--- config.mk ---
export PLATFORM = sky130hd
export DESIGN_NAME = fetch_queue
export DESIGN_NICKNAME = d
export VERILOG_FILES = /design/src/rtl/fetch_queue.sv
export SDC_FILE = /design/constraint.sdc
export NUM_CORES = 1
export LEC_CHECK = 0
export BUFFER_PORTS_ARGS = -buffer_cell sky130_fd_sc_hd__buf_2
export CELL_PAD_IN_SITES_DETAIL_PLACEMENT = 1
export CELL_PAD_IN_SITES_GLOBAL_PLACEMENT = 2
export CORE_MARGIN = 2
export CORE_UTILIZATION = 35
export DETAILED_ROUTE_END_ITERATION = 10
export GPL_ROUTABILITY_DRIVEN = 1
export PLACE_DENSITY_LB_ADDON = 0.1
export SKIP_LAST_GASP = 1
export SLEW_MARGIN = 10
export SYNTH_ARGS = -nofsm -noshare
export SYNTH_HDL_FRONTEND = slang
export SYNTH_SLANG_ARGS = --single-unit
--- constraint.sdc ---
create_clock -name clk -period 3.92 [get_ports clk]
set_clock_uncertainty 0.05 [all_clocks]
set_input_delay 0.784 -clock clk [delete_from_list [all_inputs] [get_ports clk]]
set_output_delay 0.784 -clock clk [all_outputs]
set_load 0.01 [all_outputs]
--- src/rtl/fetch_queue.sv ---
// Instruction fetch queue: issues sequential word fetches, collects in-order
// memory responses and presents {pc, inst} entries to decode, with redirect flush.
module fetch_queue #(
  parameter logic [31:0] RESET_PC = 32'h0000_0000,
  parameter int unsigned DEPTH    = 4
) (
  input  logic        clk,
  input  logic        reset,
  input  logic        bj_taken_i,
  input  logic [31:0] bj_target_i,
  output logic        inst_req_o,
  output logic [31:0] inst_addr_o,
  input  logic        inst_gnt_i,
  input  logic        inst_rvalid_i,
  input  logic [31:0] inst_rdata_i,
  output logic        f_to_d_valid,
  input  logic        f_to_d_ready,
  output logic [63:0] f_to_d_bus
);

  localparam int unsigned PTR_W = $clog2(DEPTH);
  localparam int unsigned CNT_W = PTR_W + 1;
  localparam logic [CNT_W:0] DEPTH_W = (CNT_W + 1)'(DEPTH);

  logic [31:0]      fetch_pc_q, fetch_pc_d;
  logic [PTR_W-1:0] head_q, head_d;
  logic [PTR_W-1:0] tail_q, tail_d;
  logic [PTR_W-1:0] fill_q, fill_d;
  logic [CNT_W-1:0] alloc_q, alloc_d;
  logic [CNT_W-1:0] unfilled_q, unfilled_d;
  logic [CNT_W-1:0] discard_q, discard_d;
  logic [DEPTH-1:0] filled_q, filled_d;
  logic [31:0]      pc_q   [DEPTH];
  logic [31:0]      pc_d   [DEPTH];
  logic [31:0]      inst_q [DEPTH];
  logic [31:0]      inst_d [DEPTH];

  logic             issue;
  logic             fill_en;
  logic             drop;
  logic             pop;
  logic [CNT_W:0]   occupancy;
  logic [1:0]       unused_target_lsbs;

  assign unused_target_lsbs = bj_target_i[1:0];

  // Slots held by stale in-flight responses count against capacity so that a
  // late response can never land in a freshly allocated entry.
  always_comb begin
    occupancy    = {1'b0, alloc_q} + {1'b0, discard_q};
    inst_req_o   = !reset && !bj_taken_i && (occupancy < DEPTH_W);
    inst_addr_o  = {fetch_pc_q[31:2], 2'b00};
    issue        = inst_req_o && inst_gnt_i;
    fill_en      = inst_rvalid_i && (discard_q == '0);
    drop         = inst_rvalid_i && (discard_q != '0);
    f_to_d_valid = !reset && !bj_taken_i && (alloc_q != '0) && filled_q[head_q];
    pop          = f_to_d_valid && f_to_d_ready;
    f_to_d_bus   = {pc_q[head_q], inst_q[head_q]};
  end

  always_comb begin
    fetch_pc_d = fetch_pc_q;
    head_d     = head_q;
    tail_d     = tail_q;
    fill_d     = fill_q;
    alloc_d    = alloc_q;
    unfilled_d = unfilled_q;
    discard_d  = discard_q;
    filled_d   = filled_q;
    pc_d       = pc_q;
    inst_d     = inst_q;

    if (bj_taken_i) begin
      // Every issued-but-unfilled entry becomes a response to throw away; one
      // arriving this very cycle is already accounted for.
      fetch_pc_d = {bj_target_i[31:2], 2'b00};
      head_d     = tail_q;
      fill_d     = tail_q;
      alloc_d    = '0;
      unfilled_d = '0;
      discard_d  = discard_q + unfilled_q - CNT_W'(inst_rvalid_i);
    end else begin
      if (issue) begin
        pc_d[tail_q]     = fetch_pc_q;
        filled_d[tail_q] = 1'b0;
        tail_d           = tail_q + PTR_W'(1);
        fetch_pc_d       = fetch_pc_q + 32'd4;
      end
      if (fill_en) begin
        inst_d[fill_q]   = inst_rdata_i;
        filled_d[fill_q] = 1'b1;
        fill_d           = fill_q + PTR_W'(1);
      end
      if (drop) begin
        discard_d = discard_q - CNT_W'(1);
      end
      if (pop) begin
        head_d = head_q + PTR_W'(1);
      end
      alloc_d    = alloc_q + CNT_W'(issue) - CNT_W'(pop);
      unfilled_d = unfilled_q + CNT_W'(issue) - CNT_W'(fill_en);
    end
  end

  always_ff @(posedge clk or posedge reset) begin
    if (reset) begin
      fetch_pc_q <= RESET_PC;
      head_q     <= '0;
      tail_q     <= '0;
      fill_q     <= '0;
      alloc_q    <= '0;
      unfilled_q <= '0;
      discard_q  <= '0;
      filled_q   <= '0;
    end else begin
      fetch_pc_q <= fetch_pc_d;
      head_q     <= head_d;
      tail_q     <= tail_d;
      fill_q     <= fill_d;
      alloc_q    <= alloc_d;
      unfilled_q <= unfilled_d;
      discard_q  <= discard_d;
      filled_q   <= filled_d;
    end
  end

  // Payload storage needs no reset; validity lives in the counters and filled bits.
  always_ff @(posedge clk) begin
    pc_q   <= pc_d;
    inst_q <= inst_d;
  end

  rvalid_has_owner: assert property (@(posedge clk) disable iff (reset)
    inst_rvalid_i |-> ((unfilled_q != '0) || (discard_q != '0)));

  occupancy_bound: assert property (@(posedge clk) disable iff (reset)
    occupancy <= DEPTH_W);

endmodule

# Word-level counts from Yosys, hierarchy flattened
# Index checks and enable logic that the tools add are counted.
[op_classes]
add_sub_neg = 12
n_lt_le_gt_ge = 11
mux = 31
bitwise = 7
n_reduce_logical = 23
[op_table]
columns = ["operator", "count"]
rows = [
  ["128-bit bitwise mux", 2],
  ["32-bit two-way mux", 8],
  ["32-bit binary-select mux with 2-bit select", 2],
  ["32-bit demux with 2-bit select", 2],
  ["32-bit by 3-bit adder with 32-bit output, second input constant", 1],
  ["1-bit logical AND", 12],
  ["3-bit two-way mux", 4],
  ["4-bit two-way mux", 3],
  ["3-bit greater-or-equal comparator, second input constant", 3],
  ["2-bit by 3-bit less-than comparator with 1-bit output, second input constant", 3],
  ["2-bit NOT with 3-bit output", 3],
  ["3-bit by 1-bit subtractor with 3-bit output", 3],
  ["2-bit two-way mux", 4],
  ["2-bit nonzero test", 4],
  ["2-bit by 1-bit adder with 2-bit output, second input constant", 3],
  ["3-bit by 1-bit adder with 3-bit output", 2],
  ["3-bit by 1-bit less-than comparator with 1-bit output, second input constant", 2],
  ["3-bit nonzero test", 2],
  ["3-bit by 3-bit adder with 4-bit output", 1],
  ["4-bit AND", 1],
  ["1-bit demux with 2-bit select", 2],
  ["2-bit by 1-bit greater-or-equal comparator with 1-bit output, second input constant", 2],
  ["4-bit by 3-bit less-than comparator with 1-bit output, second input constant", 1],
  ["4-bit NOT", 1],
  ["other kinds (9)", 13],
]
[totals]
reg_bits = 307
output_inout_bits = 98
wordCells = 100

# Depth between registers and ports, before layout
# Gate-level depths: netlist of the first run.
[depth]
ltp_word = 10
depth_mapped = 13
depth_no_buf = 11

# Least setup slack after synthesis of the first run
# Ideal clock, no wire load.
[synth_timing]
kind = "input port to flip-flop"
from = "input bj_taken_i"
to = "register alloc_q[2]"
setup_ps = 132
t_arrival_ps = 2749
slack_ps = 989
cell_stages = 13
n_path_buf = 3
cell_sequence = "buf_2 -> nor2_2 -> and4_1 -> buf_4 -> inv_2 -> clkbuf_1 -> ha_1 -> inv_1 -> ha_1 -> inv_1 -> fa_1 -> xnor2_1 -> nor2_1"
[synth_between]
elab_chain_len = 7
[synth_rtl]
columns = ["element", "line", "source"]
rows = [
  ["from (decl)", "9", "input logic bj_taken_i,"],
  ["1-bit logical NOT", "51, 56", ""],
  ["1-bit logical AND", "51, 56", ""],
  ["1-bit logical AND (on tied branches)", "51, 56", ""],
  ["1-bit logical AND (on tied branches)", "53, 56", ""],
  ["3-bit by 1-bit adder with 3-bit output or 1-bit logical AND (tied branches)", "100, 57", ""],
  ["3-bit by 1-bit subtractor with 3-bit output", "100", "alloc_d = alloc_q + CNT_W'(issue) - CNT_W'(pop);"],
  ["3-bit two-way mux (*)", "73", "if (bj_taken_i) begin"],
  ["via alloc_d[2]", "29", "logic [CNT_W-1:0] alloc_q, alloc_d;"],
  ["to (signal assigned)", "120", "alloc_q <= alloc_d;"],
  ["to (decl)", "29", ""],
]
# The timed path passes the listed nets; every way through them passes the cells marked *.
# A chain may end at the register's enable or synchronous reset.

# Final worst setup path of the first run
[layout_timing]
from = "register head_q[1]"
to = "output f_to_d_bus[61]"
[layout_between]
elab_chain_len = 4
[layout_rtl]
columns = ["element", "line", "source"]
rows = [
  ["from (decl)", "26", "logic [PTR_W-1:0] head_q, head_d;"],
  ["from (signal assigned)", "108", "head_q <= '0;"],
  ["from (signal assigned)", "117", "head_q <= head_d;"],
  ["2-bit NOT with 3-bit output (not written as such)", "58", "f_to_d_bus = {pc_q[head_q], inst_q[head_q]};"],
  ["32-bit binary-select mux with 2-bit select", "58", ""],
  ["32-bit two-way mux (not written as such) (2 in a row)", "58", ""],
  ["to (decl)", "18", "output logic [63:0] f_to_d_bus"],
]
# Every way passes these cells. The select of a mux whose other input is x is not followed.

==> results of run 1 <==
## state kept, by name, summed over array words and instances (netlist names)
name / cells
inst_q: 128
pc_q: 120
fetch_pc_q: 30
filled_q: 4
alloc_q: 3
discard_q: 3
unfilled_q: 3
fill_q: 2
head_q: 2
tail_q: 2
## report_power, final
part | total [W] | switching [W] | internal [W] | leakage, nW
combinational | 0.00194 | 0.00100 | 0.000941 | 1.91
clock | 0.00304 | 0.00125 | 0.00179 | 0.533
sequential | 0.00395 | 0.000278 | 0.00367 | 2.84
total | 0.00893 | 0.00253 | 0.00640 | 5.28
## per-stage QoR
stage / instances / setup slack [ps]
after floorplan: 669 / 989
after detailed placement: 1257 / 783
final: 1319 / 608
after global routing: 1319 / 464
after CTS: 1319 / 522
after global placement: 1257 / 834
## worst max-delay path, cell delays in order (launching register included)
cell and delay [ps]:
dfrtp_4 700, buf_4 640, mux4_2 450, buf_2 160
## cell type report
type	count	share of cell area [%]
Clock buffer	41	6.27
Timing Repair Buffer	173	6.63
Sequential cell	297	60.0
Tap cell	448	3.88
Multi-Input combinational cell	315	21.4
Clock inverter	21	1.19
Inverter	24	0.623
## Yosys cell counts (2+ instances only)
cell	n
ha_1	20
nor2_1	23
a21oi_1	8
o21ai_0	20
xor2_1	6
a21o_1	7
clkbuf_1	16
xnor2_1	9
a221o_1	2
and3_1	3
nand3b_1	2
o311ai_0	8
nand4_1	11
mux2i_1	4
a31oi_1	3
a22oi_1	2
mux4_2	62
nor4_4	2
nand2_1	49
o31ai_1	2
nand2b_1	2
dfrtp_1	49
nand3_1	16
mux2_2	3
and4_1	3
buf_1	4
o211ai_1	10
buf_4	5
or4_1	2
fa_1	3
nor2b_1	2
edfxtp_1	248
nor3_1	5
nor4_1	3
buf_2	7
inv_1	23
and2_1	7
## routing by layer
metal	part of all wire (%)	vias to the layer above
met1	43	3467
met5	0.048	-
met2	50	135
li1	-	2993
met3	4.1	48
met4	2.4	2
## kinds of logic after synthesis
group / count (synthesis)
flops: 297
simple gates: 137
mux: 69
compound gates: 67
buf+inv: 57
fa+ha+maj: 23
xor+xnor: 15
other cells: 1
## path summary, 6_finish.rpt
path | endpoint | start
max | f_to_d_bus[61] | head_q[1]
min | alloc_q[2] | reset
max reg2reg | unfilled_q[2] | discard_q[2]
min reg2reg | filled_q[3] | filled_q[3]
max in group asynchronous | fetch_pc_q[16] | reset
min in group clk | filled_q[3] | filled_q[3]
==> results.txt, run 1 <==
status: finished clean
initial DRC count: 238
Fin Setup TNS: 0 ps
Ports: 168
Final Hold Viols: 0
Design Area, Final: 0.0145 mm^2
XOR/XNOR share of the synthesized area: 1.10%
FF-to-FF path depth: 11
Multi-input gate area: 0.00310 mm^2
overall power: 0.00893 W
worst hold slack: 388 ps
RePlAce Congestion: 0.740
PostCTS Resize Cnt: 0
Ys Warns: 0
DR DRC count: 0
Cells after Synth: 666
Yosys top cell by area: edfxtp_1
IO Port Bufs: 161
ANT nets after route: 0
gr usage total: 16.4%
Layout area overhead: 20.6%
die width: 189 um
Worst Path Required: 3090 ps
most common cell after layout, fill and taps aside: edfxtp_1
DP HPWL: 18700 um
VDD IR-drop max: 0.331 mV
CP startpoint kind: register
largest net degree at the start of global routing: 55
core box area: 0.0336 mm^2
initial core utilization: 35.7%
root buffer cell: clkbuf_16
number of enable flip-flop cells after synthesis: 248
Critical Path AT: 2480 ps
cell area after synthesis: 0.0120 mm^2
Die H: 189 um
Yosys cell types: 52
Seq/Total Area, Yosys: 72.3%
Synth top area share: 62.1%
Leakage: 5.28 nW
Reg area: 0.00868 mm^2
DR WL/cell: 22.0 um
initial antenna violation count: 1
via/cell ratio: 5.04
nets@finish: 938
worst slew pin tran: 977 ps
Post-CTS Setup Inserts: 0
fin crit period: 3310 ps
WS Path Type: reg -> out
CTS max path bufs: 3
# diodes: 0
Async S/R FF share, synth: 16.5%
Max-Cap Viols: 0
Clock Sinks: 297
Slew headroom: 34.9%
vias in the first global route: 7471
M3 GR Usage: 2.85%
Max Freq: 0.302 GHz
M1 GR Usage: 21.5%
Post-DP Area: 0.0134 mm^2
clk_lat worst skew: 510 ps
area of the die: 0.0358 mm^2
FF-to-FF setup slack: 970 ps
simple-gate area share of the yosys netlist: 5.97%
CTS tree: built
dominant cells by area after synthesis: edfxtp_1, mux4_2, dfrtp_1
post-synthesis mux area share: 12.3%
Max Slew Vio Count: 0
global route overflow: 0
area share of fa/ha/maj cells after synthesis: 2.59%
Synth Area per Inst: 18.0 um^2
Compound-Gate Fraction of Synth Area: 3.74%
crit end category: output port
TritonCTS Buffers: 34
critical path peak fanout: 43
num rows: 67
cts hold-fix bufs: 0
M2 GR Usage: 27.8%
DRT Pass-1 Iters: 4
Routed WL: 29000 um
RSZ-0062 raised after global routing: false
commonest non-fill, non-tap cells in the layout: edfxtp_1, buf_2, mux4_2, nand2_1, dfrtp_1
Most Crowded Layer GR: met2
layout cells sized above 1: 34.9%
fillcell total: 3309
dominant combinational cell family by area after synthesis: multiplexers
via count: 6645
final setup vio count: 0
Core Util, Final: 43.0%
Worst-path clk slew: 60 ps
total power divided by cell area: 618 mW/mm^2
worst min-delay path class: in -> async
fraction of the cycle the final worst path needs: 84.5%
first-pass GRT wire length: 44600 um
Seq cells post-synth: 297
top_reg_cell synth: edfxtp_1
CTS H-Tree Depth: 2
(Power assumes the default switching activity.)
==> inputs of run 2 (changes only) <==
- clock period: 3.92 -> 3 ns (I/O delays scaled with it)
==> run 2 against run 1 <==
  * Sequential share of layout area decreased by 0.90 points
  * Count of clock-buffer cells in the layout grew 1
  * Total power up 33%
  * Global-route usage rose by 0.30 points
  * Critical path type unchanged
  * Critical endpoint is now f_to_d_bus[63]
  * Highest routed layer is now met4
==> results.txt, run 2 (synthesis gave the netlist of run 1 again) <==
Most Crowded Layer GR: met2
DR WL/cell: 21.9 um (-0.61%)
fin crit period: 2750 ps
die width: 189 um (unchanged)
cts hold-fix bufs: 0 (unchanged)
M1 GR Usage: 22.4% (+0.96 points)
Reg area: 0.00868 mm^2 (unchanged)
Ports: 168 (unchanged)
WS Path Type: reg -> out
IO Port Bufs: 161 (unchanged)
Max-Cap Viols: 0 (unchanged)
RePlAce Congestion: 0.737 (-0.38%)
nets@finish: 958 (+2.1%)
worst slew pin tran: 777 ps (-200 ps)
Die H: 189 um (unchanged)
Slew headroom: 48.0% (+13 points)
commonest non-fill, non-tap cells in the layout: edfxtp_1, buf_2, mux4_2, nand2_1, dfrtp_1
Post-CTS Setup Inserts: 2 (+2)
Multi-input gate area: 0.00310 mm^2 (unchanged)
largest net degree at the start of global routing: 38 (-31%)
VDD IR-drop max: 0.361 mV (+9.2%)
ANT nets after route: 0 (unchanged)
FF-to-FF setup slack: 420 ps (-550 ps)
first-pass GRT wire length: 45700 um (+2.4%)
num rows: 67 (unchanged)
RSZ-0062 raised after global routing: false
# diodes: 0 (unchanged)
initial core utilization: 35.7% (unchanged)
Layout area overhead: 22.4%
core box area: 0.0336 mm^2 (unchanged)
area of the die: 0.0358 mm^2 (unchanged)
Worst-path clk slew: 60 ps (about the same)
Crit-path slowest cell: buf_4
initial DRC count: 311 (+31%)
Core Util, Final: 43.7% (+0.66 points)
final setup vio count: 0 (unchanged)
layout cells sized above 1: 36.3% (+1.4 points)
M3 GR Usage: 2.71% (-0.15 points)
fraction of the cycle the final worst path needs: 91.8%
status: finished clean
vias in the first global route: 7547 (+1.0%)
global route overflow: 0 (unchanged)
most common cell after layout, fill and taps aside: edfxtp_1
crit end category: output port
Cell Chain, Critical Path: buf_4, mux4_2, buf_2
PostCTS Resize Cnt: 0 (unchanged)
DP HPWL: 19300 um (+3.0%)
Routed WL: 29300 um (+0.98%)
Critical Path AT: 2100 ps (-380 ps)
DRT Pass-1 Iters: 4 (unchanged)
clk_lat worst skew: 510 ps (about the same)
Clock Sinks: 297 (unchanged)
Biggest register: inst_q
Final Hold Viols: 0 (unchanged)
crit-path max cell delay: 550 ps (-150 ps)
CTS tree: built
TritonCTS Buffers: 35 (+2.9%)
DR DRC count: 0 (unchanged)
Largest register FFs: 128 (unchanged)
Max Slew Vio Count: 0 (unchanged)
total power divided by cell area: 810 mW/mm^2 (+31%)
via/cell ratio: 5.00 (-0.72%)
Max Freq: 0.363 GHz
Leakage: 5.40 nW (+2.4%)
initial antenna violation count: 0 (-1)
fillcell total: 3321 (+0.36%)
Worst Path Required: 2350 ps (-740 ps)
gr usage total: 16.7% (+0.30 points)
Fin Setup TNS: 0 ps (unchanged)
CTS H-Tree Depth: 2 (unchanged)
worst min-delay path class: in -> async
CTS max path bufs: 3 (unchanged)
CP startpoint kind: register
via count: 6702 (+0.86%)
critical path peak fanout: 37 (-14%)
root buffer cell: clkbuf_16
M2 GR Usage: 28.4% (+0.63 points)
Regs by FF count: inst_q: 128 flops, pc_q: 120 flops, fetch_pc_q: 30 flops
## run 2: cell count changes in the layout (fill, tap and decap cells not counted)
cell / delta
clkinv_4: +2
clkinv_8: -1
clkinvlp_4: +1
clkinv_2: -3
bufinv_16: +1
buf_4: +17
buf_12: +2
clkbuf_16: +1
clkinv_1: +1
## run 2: final cells by class
cell class,count,share of cell area (%)
clock inverter,22,1.35
sequential,297,59.1
multi-input combinational,315,21.1
tap,448,3.82
clock buffer,42,6.35
inverter,24,0.613
timing repair buffer,192,7.67
## run 2: worst max-delay path, delay by kind of cell (launching register included)
family	cells	cell delay, ps
buf+inv	2	710
flops	1	430
mux	1	440
## run 2: path summary, 6_finish.rpt
| kind | start | cells after the start | endpoint |
|---|---|---|---|
| worst min-delay path | reset | 2 | alloc_q[2] |
| min in group clk | inst_rdata_i[5] | 1 | inst_q[101] |
| worst max-delay path | head_q[1] | 3 | f_to_d_bus[63] |
| worst max register to register | alloc_q[1] | 8 | fetch_pc_q[26] |
| worst min register to register | filled_q[3] | 1 | filled_q[3] |
| max in group asynchronous | reset | 3 | fetch_pc_q[14] |
## run 2: per-layer routing
layer | up-vias | part of all wire, %
met3 | 48 | 4.0
met1 | 3496 | 44
met4 | 0 | 2.1
met2 | 131 | 50
li1 | 3027 | -
met5 | - | 0
## run 2: where the power goes
group | internal, W | switching, W | total (W)
sequential | 0.00480 | 0.000241 | 0.00504
clock | 0.00249 | 0.00164 | 0.00413
combinational | 0.00129 | 0.00144 | 0.00273
total | 0.00857 | 0.00332 | 0.0119
## run 2: per-stage QoR
stage | setup slack [ps] | cell area (um^2) | hold WS, ps | std cells | total power, W
2_1_floorplan | 253 | 12000 | 394 | 669 | 0.00680
3_3_place_gp | 452 | 13500 | 410 | 1274 | 0.00782
3_5_place_dp | 411 | 13500 | 412 | 1274 | 0.00792
4_1_cts | 181 | 14700 | 222 | 1340 | 0.0121
5_1_grt | 157 | 14700 | 235 | 1340 | 0.0125
6_report | 245 | 14700 | 215 | 1340 | 0.0119
==> inputs of run 3 (changes only) <==
- ABC_AREA: default -> 1
- CORE_UTILIZATION: 35 -> 34
==> run 3 against run 2 <==
  * Combinational power rose by 15%
  * Register-to-register slack improved by 150 ps
  * Count of clock-buffer cells in the layout rose by 7
  * Clock power rose by 3%
  * Critical endpoint is now f_to_d_bus[12]
  * Maximum frequency fell by 3.1%
  * Worst setup slack got worse by 88 ps
  * Flip-flop and latch count did not move
  * Non-clock buffer count fell by 2
  * Global-route usage rose by 1.2 points
  * Total power rose by 6.0%
  * Highest routed layer is now met5
  * Design area rose by 6.2%
  * Synthesized area rose by 6.7%
==> results.txt, run 3 <==
status: finished clean
Worst-path clk slew: 60 ps (about the same)
Synth top area share: 58.2% (-3.9 points)
area of the die: 0.0392 mm^2 (+9.6%)
initial antenna violation count: 2 (+2)
cell area after synthesis: 0.0128 mm^2 (+6.7%)
num rows: 71 (+6.0%)
clk_lat worst skew: 510 ps (about the same)
top_reg_cell synth: edfxtp_1
via/cell ratio: 4.81 (-3.8%)
Routed WL: 34900 um (+19%)
Ports: 168 (unchanged)
fin cells: 1874 (+40%)
Worst path depth: 6 (+3)
Top cell by count, worst path: buf_12
fraction of the cycle the final worst path needs: 94.8% (+2.9 points)
Max-Cap Viols: 0 (unchanged)
VDD IR-drop max: 0.479 mV (+33%)
critical path peak fanout: 40 (+8.1%)
total power divided by cell area: 808 mW/mm^2 (-0.23%)
Seq/Total Area, Yosys: 67.8% (-4.5 points)
placed insts: 1810 (+42%)
Crit-path slowest cell: dfrtp_4
Biggest register: inst_q
via count: 9019 (+35%)
CTS max path bufs: 3 (unchanged)
FF-to-FF path depth: 11 (+3)
Synth Area per Inst: 11.0 um^2 (-39%)
DRT Pass-1 Iters: 4 (unchanged)
DR DRC count: 0 (unchanged)
ANT nets after route: 0 (unchanged)
Slew headroom: 53.3% (+5.2 points)
Leakage: 5.98 nW (+11%)
gr usage total: 17.9% (+1.2 points)
CP startpoint kind: register
worst slack, placed: 508 ps (+96.7 ps)
Yosys cell types: 33 (-37%)
Layout area overhead: 21.9%
core box area: 0.0374 mm^2 (+11%)
IO Port Bufs: 161 (unchanged)
initial core utilization: 34.2% (-1.5 points)
Cell Chain, Critical Path: clkinv_2, buf_12, buf_12, o21ai_0, o22ai_1, buf_2
most instantiated library cell after synthesis: edfxtp_1
die width: 198 um (+4.7%)
CTS H-Tree Depth: 2 (unchanged)
TritonCTS Buffers: 35 (unchanged)
Hold Crit Depth: 1
worst min-delay path class: in -> reg
Ys Warns: 0 (unchanged)
Final Hold Viols: 0 (unchanged)
CTS tree: built
met1 WL: 15600 um (+20%)
Max Freq: 0.352 GHz (-3.1%)
Max Slew Vio Count: 0 (unchanged)
commonest non-fill, non-tap cells in the layout: edfxtp_1, nand2_1, nor2_1, buf_2, o21ai_0
worst slew pin tran: 701 ps (-75.8 ps)
Post-DP Area: 0.0144 mm^2 (+6.5%)
global route overflow: 0 (unchanged)
Cells after Synth: 1167 (+75%)
Critical Path AT: 2190 ps (+90 ps)
WS Path Type: reg -> out
crit end category: output port
Worst Path Required: 2350 ps (about the same)
dominant cells by area after synthesis: edfxtp_1, dfrtp_1, nand2_1
Seq cells post-synth: 297 (unchanged)
largest net degree at the start of global routing: 81 (+110%)
Design Area, Final: 0.0156 mm^2 (+6.2%)
number of enable flip-flop cells after synthesis: 248 (unchanged)
Clock Sinks: 297 (unchanged)
Crit path buffers/inverters: 4 (+2)
initial DRC count: 311 (unchanged)
Synth top cells by count: edfxtp_1, nand2_1, nor2_1, o21ai_0, inv_1
RePlAce Congestion: 0.769 (+4.3%)
WL met3: 1410 um (+20%)
root buffer cell: clkbuf_16
Regs by FF count: inst_q: 128 flops, pc_q: 120 flops, fetch_pc_q: 30 flops
DP HPWL: 22200 um (+15%)
final setup vio count: 0 (unchanged)
first-pass GRT wire length: 52900 um (+16%)
Die H: 198 um (+4.7%)
Top Layer Used: met5
Yosys top cell by area: edfxtp_1
# diodes: 0 (unchanged)
worst hold slack: 248 ps (+32.9 ps)
Met2 Wirelength: 17300 um (+19%)
Async S/R FF share, synth: 16.5% (unchanged)
PnR worst setup slack: 157 ps (-88.4 ps)
DR WL/cell: 18.6 um (-15%)
nets@finish: 1431 (+49%)
layout cells sized above 1: 19.7% (-17 points)
most common cell after layout, fill and taps aside: edfxtp_1
Largest register FFs: 128 (unchanged)
crit-path max cell delay: 520 ps (-30 ps)
CP delay by family, top: buffers and inverters
Fin Setup TNS: 0 ps (unchanged)
vias in the first global route: 9230 (+22%)
fin crit period: 2840 ps (+88.4 ps)
==> run 3: worst paths after layout <==
path	start	end	slack (ps)
max in group asynchronous	reset	head_q[0]	1480
setup / recovery	head_q[0]	f_to_d_bus[12]	160
min in group asynchronous	reset	alloc_q[2]	480
setup reg to reg	head_q[0]	alloc_q[1]	570
hold / removal	inst_rdata_i[27]	inst_q[91]	250
hold reg to reg	filled_q[3]	filled_q[3]	460
==> run 3: report_power, final <==
group	switching, W	internal, W	leakage (nW)	total [W]
combinational	0.00201	0.00114	2.58	0.00315
sequential	0.000349	0.00485	2.84	0.00520
clock	0.00161	0.00264	0.558	0.00425
==> run 3: cell type report <==
cell class	count	area [um^2]
well taps	511	639
inverters	77	294
fillers	4123	21800
multi-input cells	737	3670
clock buffers	49	991
flip-flops and latches	297	8680
repair buffers	190	1170
clock inverters	13	161
==> run 3: repair_timing <==
item | in CTS | in global routing
endpoints found under the hold margin | 1 | 0
hold buffers | 1 | 0
setup buffers | 0 | 0
resized for setup | 0 | 0
setup endpoints to repair | 0 | 2
==> run 3: layer usage <==
layer	track usage, %	vias to the layer above
li1	-	4365
met1	23.3	4436
met2	31.2	164
met3	2.86	50
met4	4.57	4
met5	0	-
==> run 3: metrics by stage <==
stage / power (W) / utilization (%)
after floorplan: 0.00710 / -
after global placement: 0.00844 / 38.5
after detailed placement: 0.00850 / 38.5
after CTS: 0.0128 / 41.6
after global routing: 0.0133 / 41.7
final: 0.0126 / 41.7
==> run 3: kinds of logic (layout without fill, tap and decap cells) <==
family	after synthesis	after routing	synth area share (%)
and+or+nand+nor	474	474	14.8
other	1	4	0.0293
adders and majority gates	23	23	2.42
AOI/OAI and AO/OA	217	217	9.21
buffers and inverters	136	329	4.49
DFF	297	297	67.8
xor gates and xnor gates	19	19	1.30
